===== src/rtl/alu_share_arbiter.sv =====
// Round-robin arbiter that shares one combinational 8-bit ALU among N_REQ requesters.
// One operation in flight at a time: IDLE (grant) -> EXEC (ALU settles) -> RESP (hold until accepted).
module alu_share_arbiter #(
    parameter int N_REQ = 4,
    localparam int PW = (N_REQ > 1) ? $clog2(N_REQ) : 1
) (
    input  logic               clk,
    input  logic               reset,
    input  logic [N_REQ-1:0]   req_valid,
    output logic [N_REQ-1:0]   req_ready,
    input  logic [8*N_REQ-1:0] req_data1,
    input  logic [8*N_REQ-1:0] req_data2,
    input  logic [3*N_REQ-1:0] req_select,
    output logic [7:0]         alu_data1,
    output logic [7:0]         alu_data2,
    output logic [2:0]         alu_select,
    input  logic [7:0]         alu_result,
    input  logic               alu_zero,
    output logic [N_REQ-1:0]   rsp_valid,
    input  logic [N_REQ-1:0]   rsp_ready,
    output logic [7:0]         rsp_result,
    output logic               rsp_zero,
    output logic               rsp_err
);

    localparam logic [1:0] IDLE = 2'b00;
    localparam logic [1:0] EXEC = 2'b01;
    localparam logic [1:0] RESP = 2'b10;

    logic [1:0]       state_reg;
    logic [PW-1:0]    ptr_reg;
    logic [PW-1:0]    owner_reg;
    logic             err_reg;
    logic [7:0]       alu_data1_reg;
    logic [7:0]       alu_data2_reg;
    logic [2:0]       alu_select_reg;
    logic [N_REQ-1:0] rsp_valid_reg;
    logic [7:0]       rsp_result_reg;
    logic             rsp_zero_reg;
    logic             rsp_err_reg;

    logic [7:0]       data1_arr  [N_REQ];
    logic [7:0]       data2_arr  [N_REQ];
    logic [2:0]       select_arr [N_REQ];

    logic             found;
    logic [PW-1:0]    winner;
    logic             accept;

    genvar gi;
    generate
        for (gi = 0; gi < N_REQ; gi++) begin : g_unpack
            assign data1_arr[gi]  = req_data1[8*gi +: 8];
            assign data2_arr[gi]  = req_data2[8*gi +: 8];
            assign select_arr[gi] = req_select[3*gi +: 3];
        end
    endgenerate

    // Scan starting at the pointer and wrapping, so the last-served requester goes last.
    always_comb begin
        found  = 1'b0;
        winner = '0;
        for (int k = 0; k < N_REQ; k++) begin
            int idx;
            idx = int'(ptr_reg) + k;
            if (idx >= N_REQ) idx = idx - N_REQ;
            if (!found && req_valid[idx]) begin
                found  = 1'b1;
                winner = PW'(idx);
            end
        end
    end

    assign req_ready = (state_reg == IDLE && found) ? (N_REQ'(1) << winner) : '0;
    assign accept    = rsp_ready[owner_reg];

    always_ff @(posedge clk) begin
        if (reset) begin
            state_reg      <= IDLE;
            ptr_reg        <= '0;
            owner_reg      <= '0;
            err_reg        <= 1'b0;
            alu_data1_reg  <= 8'h00;
            alu_data2_reg  <= 8'h00;
            alu_select_reg <= 3'b000;
            rsp_valid_reg  <= '0;
            rsp_result_reg <= 8'h00;
            rsp_zero_reg   <= 1'b0;
            rsp_err_reg    <= 1'b0;
        end else begin
            case (state_reg)
                IDLE: begin
                    if (found) begin
                        alu_data1_reg  <= data1_arr[winner];
                        alu_data2_reg  <= data2_arr[winner];
                        alu_select_reg <= select_arr[winner];
                        owner_reg      <= winner;
                        err_reg        <= select_arr[winner][2];
                        state_reg      <= EXEC;
                    end
                end
                EXEC: begin
                    // Illegal op codes never expose whatever the ALU produced.
                    if (err_reg) begin
                        rsp_result_reg <= 8'h00;
                        rsp_zero_reg   <= 1'b0;
                        rsp_err_reg    <= 1'b1;
                    end else begin
                        rsp_result_reg <= alu_result;
                        rsp_zero_reg   <= alu_zero;
                        rsp_err_reg    <= 1'b0;
                    end
                    rsp_valid_reg <= N_REQ'(1) << owner_reg;
                    state_reg     <= RESP;
                end
                RESP: begin
                    if (accept) begin
                        rsp_valid_reg <= '0;
                        state_reg     <= IDLE;
                        if (owner_reg == PW'(N_REQ - 1)) ptr_reg <= '0;
                        else                            ptr_reg <= owner_reg + 1'b1;
                    end
                end
                default: state_reg <= IDLE;
            endcase
        end
    end

    assign alu_data1  = alu_data1_reg;
    assign alu_data2  = alu_data2_reg;
    assign alu_select = alu_select_reg;
    assign rsp_valid  = rsp_valid_reg;
    assign rsp_result = rsp_result_reg;
    assign rsp_zero   = rsp_zero_reg;
    assign rsp_err    = rsp_err_reg;

endmodule


===== config.mk =====
export PLATFORM = sky130hd
export DESIGN_NAME = alu_share_arbiter
export DESIGN_NICKNAME = d
export VERILOG_FILES = /design/src/rtl/alu_share_arbiter.sv
export SDC_FILE = /design/constraint.sdc
export NUM_CORES = 1
export LEC_CHECK = 0
export ABC_AREA = 1
export CAP_MARGIN = 20
export CORE_MARGIN = 10
export CORE_UTILIZATION = 41
export CTS_CLUSTER_DIAMETER = 30
export DETAILED_ROUTE_END_ITERATION = 10
export PLACE_DENSITY = 0.81
export SYNTH_ARGS = -nofsm -noshare
export SYNTH_HDL_FRONTEND = slang
export SYNTH_SLANG_ARGS = --single-unit
export TNS_END_PERCENT = 30

===== constraint.sdc =====
create_clock -name clk -period 2.05 [get_ports clk]
set_input_delay 0.205 -clock clk [delete_from_list [all_inputs] [get_ports clk]]
set_output_delay 0.205 -clock clk [all_outputs]
set_load 0.02 [all_outputs]

==> out/metrics.cfg <==
[logic_synthesis]
syn_inst = 444
yosys_warnings = 0
yosysTopAreaCellShare_pct = 28.45
synth.most_common_cell = nand2_1
synth-edff-count = 0
synth_nets = 543
synthTopCellsByCount = 95 x nand2_1, 75 x inv_1, 63 x nor2_1
synthFlopType = dfxtp_1
syn_area_per_cell_sq_um = 6.180
synth_area_sq_mm = 0.002744
synth-seq-cells = 39
synth_cell_types = 33
synthTopCellsByArea = dfxtp_1 28%, nand2_1 13%, inv_1 10%
synth_top_area_cell = dfxtp_1
synth-seq-area-share_pct = 28.45
synthArstFlopShare_pct = 0

[die]
die_y_um = 101.8
die_area_sq_mm = 0.01036
io_pins = 132
core_sq_mm = 0.006422
initial_core_util_pct = 42.72
rows = 29
die_w_um = 101.8

[routing]
drc = 0
wl_met3_mm = 1.124
antenna_left = 0
viasPerCell = 4.897
drtIter0Drc = 188
dr.pass1.iters = 4
finalWirelength_mm = 9.117
met1_length_mm = 3.711
wl_per_cell_um = 13.79
top_layer = met4
via_count = 3237
wl_met2_mm = 4.194

[worst_setup_path]
crit_required_ps = 1850
cp-start-kind = flip-flop
cp-end-kind = primary output
critical-path-top-delay-family = simple AND/OR/NAND/NOR gates
cpMaxStageDelayCell = dfxtp_2
path_cells = buf_12 > inv_8 > nand2_1 > nand3_2 > nand2_2 > nor2_4 > nand3_4 > nand3_4 > nand2_4 > nor2_4 > buf_6
worstPathArrival_ps = 1880
critPathKind = reg -> out
crit_buf_inv = 3
slowest_delay_ps = 330
reg2reg_setup_slack_ps = 70
crit_fanout = 10

[cells_and_area]
utilization_pct = 68.77
syn_to_final_growth_pct = 60.97
nNetsFinal = 682
fin_area_sq_mm = 0.004417
final_layout_size_suffix_gt1_share_pct = 14.73
fill_cells = 543
diodes = 0

[cts]
root_buffer = clkbuf_8
ctsHtreeMaxLevel = 2
clk_latency_ps = 300
cts_made_buffers = 5
clock_path_buffers = 2
cts_tree = done
clkTransAtPathRegs_ps = 90
clock_sinks = 39

[job]
maxCapViolCount = 0

[power]
p_per_area_mw_per_mm2 = 897.3
clkPwrFrac_pct = 13.9
p_leak_nw = 2.106
switchingPower_mw = 1.728
switching_share_pct = 43.59
p_seq_share_pct = 26.4
combinationalPowerShare_pct = 59.7
p_int_mw = 2.235
peakVddDrop_uv = 479.8

[global_routing]
grt_pass1_vias = 3077
grt_pass1_wl_mm = 14.30
grt-ovfl-total = 0
track_usage_pct = 16.80
antenna_found_initial = 0
grt_max_degree = 40

[placement]
place_congestion = 0.9144
io_buffers = 131
hpwl_mm = 6.929
placed_area_sq_mm = 0.004151

[status]
status = finished, violations left
violations = negative setup slack

[timing]
slew_headroom_pct = 69.24
period_share_pct = 101.6
finClkSkew_ps = 5.839
grt_setup_unrepaired = yes
period_minus_slack_ps = 2082
setup_ws_ps = -32.49
hold_violations = 0
setup_tns_ps = -58.31
fmax_mhz = 480.2
setup_viol = 2
slew_viol_final = 0
tightestPinTransition_ps = 460.3

[hold_path]
hold_class = in -> reg

==> worst paths after layout <==
check                      from             to  cells after the start
setup / recovery     ptr_reg[0]   req_ready[2]                     11
hold / removal    alu_result[2]  rsp_result[2]                      3
setup reg to reg     ptr_reg[0]   alu_data1[3]                     12
hold reg to reg   rsp_result[5]  rsp_result[5]                      2
==> final cells by class <==
| type | instances | area, sq um | area share, % |
|---|---|---|---|
| multi-input combinational | 301 | 1580 | 35.78 |
| timing repair buffer | 157 | 1554 | 35.18 |
| sequential | 39 | 782.0 | 17.71 |
| inverter | 79 | 311.5 | 7.054 |
| tap | 77 | 96.34 | 2.181 |
| clock buffer | 5 | 68.82 | 1.558 |
| clock inverter | 3 | 23.77 | 0.5382 |
==> layer usage <==
layer  vias up  track usage, %
met5         -               0
met4         0           3.630
met3         7           8.373
met2       138           27.53
met1      1434           19.27
li1       1658               -
==> worst reg2reg max path: stages, from the launching register on <==
cell     delay [ps]
dfxtp_2         330
buf_12          140
inv_8            80
nand2_2          60
nand3_2          70
inv_1            40
a31oi_1         270
nand3_4         180
inv_2           120
buf_4           190
nand2_2         170
o21ai_1         190
nor2_1           50
==> cell usage in the layout (no fill, tap or decap), types with 3 or more instances in the layout <==
master           Yosys  layout
nand2_2              6       9
clkdlybuf4s50_1      0     127
nand3_1             41      35
nand3_4              3       4
dfxtp_1             39      38
buf_4                1      23
inv_2                2       3
o21ai_0             16      16
nand3_2              1       6
buf_6                4       4
clkbuf_8             0       5
nand2_4              2       4
nand4_1             18      18
nor2_2              11      12
nor2_1              63      59
ha_1                 4       4
inv_1               75      74
o21ai_1             14      14
a21oi_1             15      15
nand2_1             95      90
nor2_4               1       4
==> through the flow <==
stage / setup slack (ps) / hold slack [ps] / std cells / power (mW)
CTS: -53.39 / 447.5 / 656 / 3.797
global placement: -354.5 / 451.5 / 648 / 3.203
global route: -127.1 / 457.6 / 661 / 4.277
finish: -32.49 / 453.3 / 661 / 3.963
detailed placement: -444.9 / 464.0 / 648 / 3.236
floorplan: 83.21 / 349.7 / 444 / 2.433
==> repair_timing <==
item	4_1_cts	5_1_grt
cloned	0	1
setup buffers	0	5
hold buffers	0	0
endpoints found under the setup margin	4	23
pin swaps	2	7
gates resized for setup	24	31
==> cells by family (layout without fill, tap and decap cells) <==
kind of cell / count (synthesis) / after routing / share of synthesized area [%]
AO/OA/AOI/OAI: 51 / 51 / 9.895
adder cells (fa/ha/maj): 4 / 4 / 1.824
buffers and inverters: 104 / 244 / 17.46
flip-flops: 39 / 39 / 28.45
AND/OR/NAND/NOR: 246 / 246 / 42.36
==> power groups by stage <==
stage	Sequential, mW	Combinational (mW)	Clock (mW)
floorplan	1.23	1.20	0
global placement	1.05	2.15	0
detailed placement	1.06	2.17	0
CTS	1.05	2.18	0.567
global route	1.07	2.60	0.602
finish	1.04	2.37	0.553
Note: power is estimated with default switching activity, not from simulation.
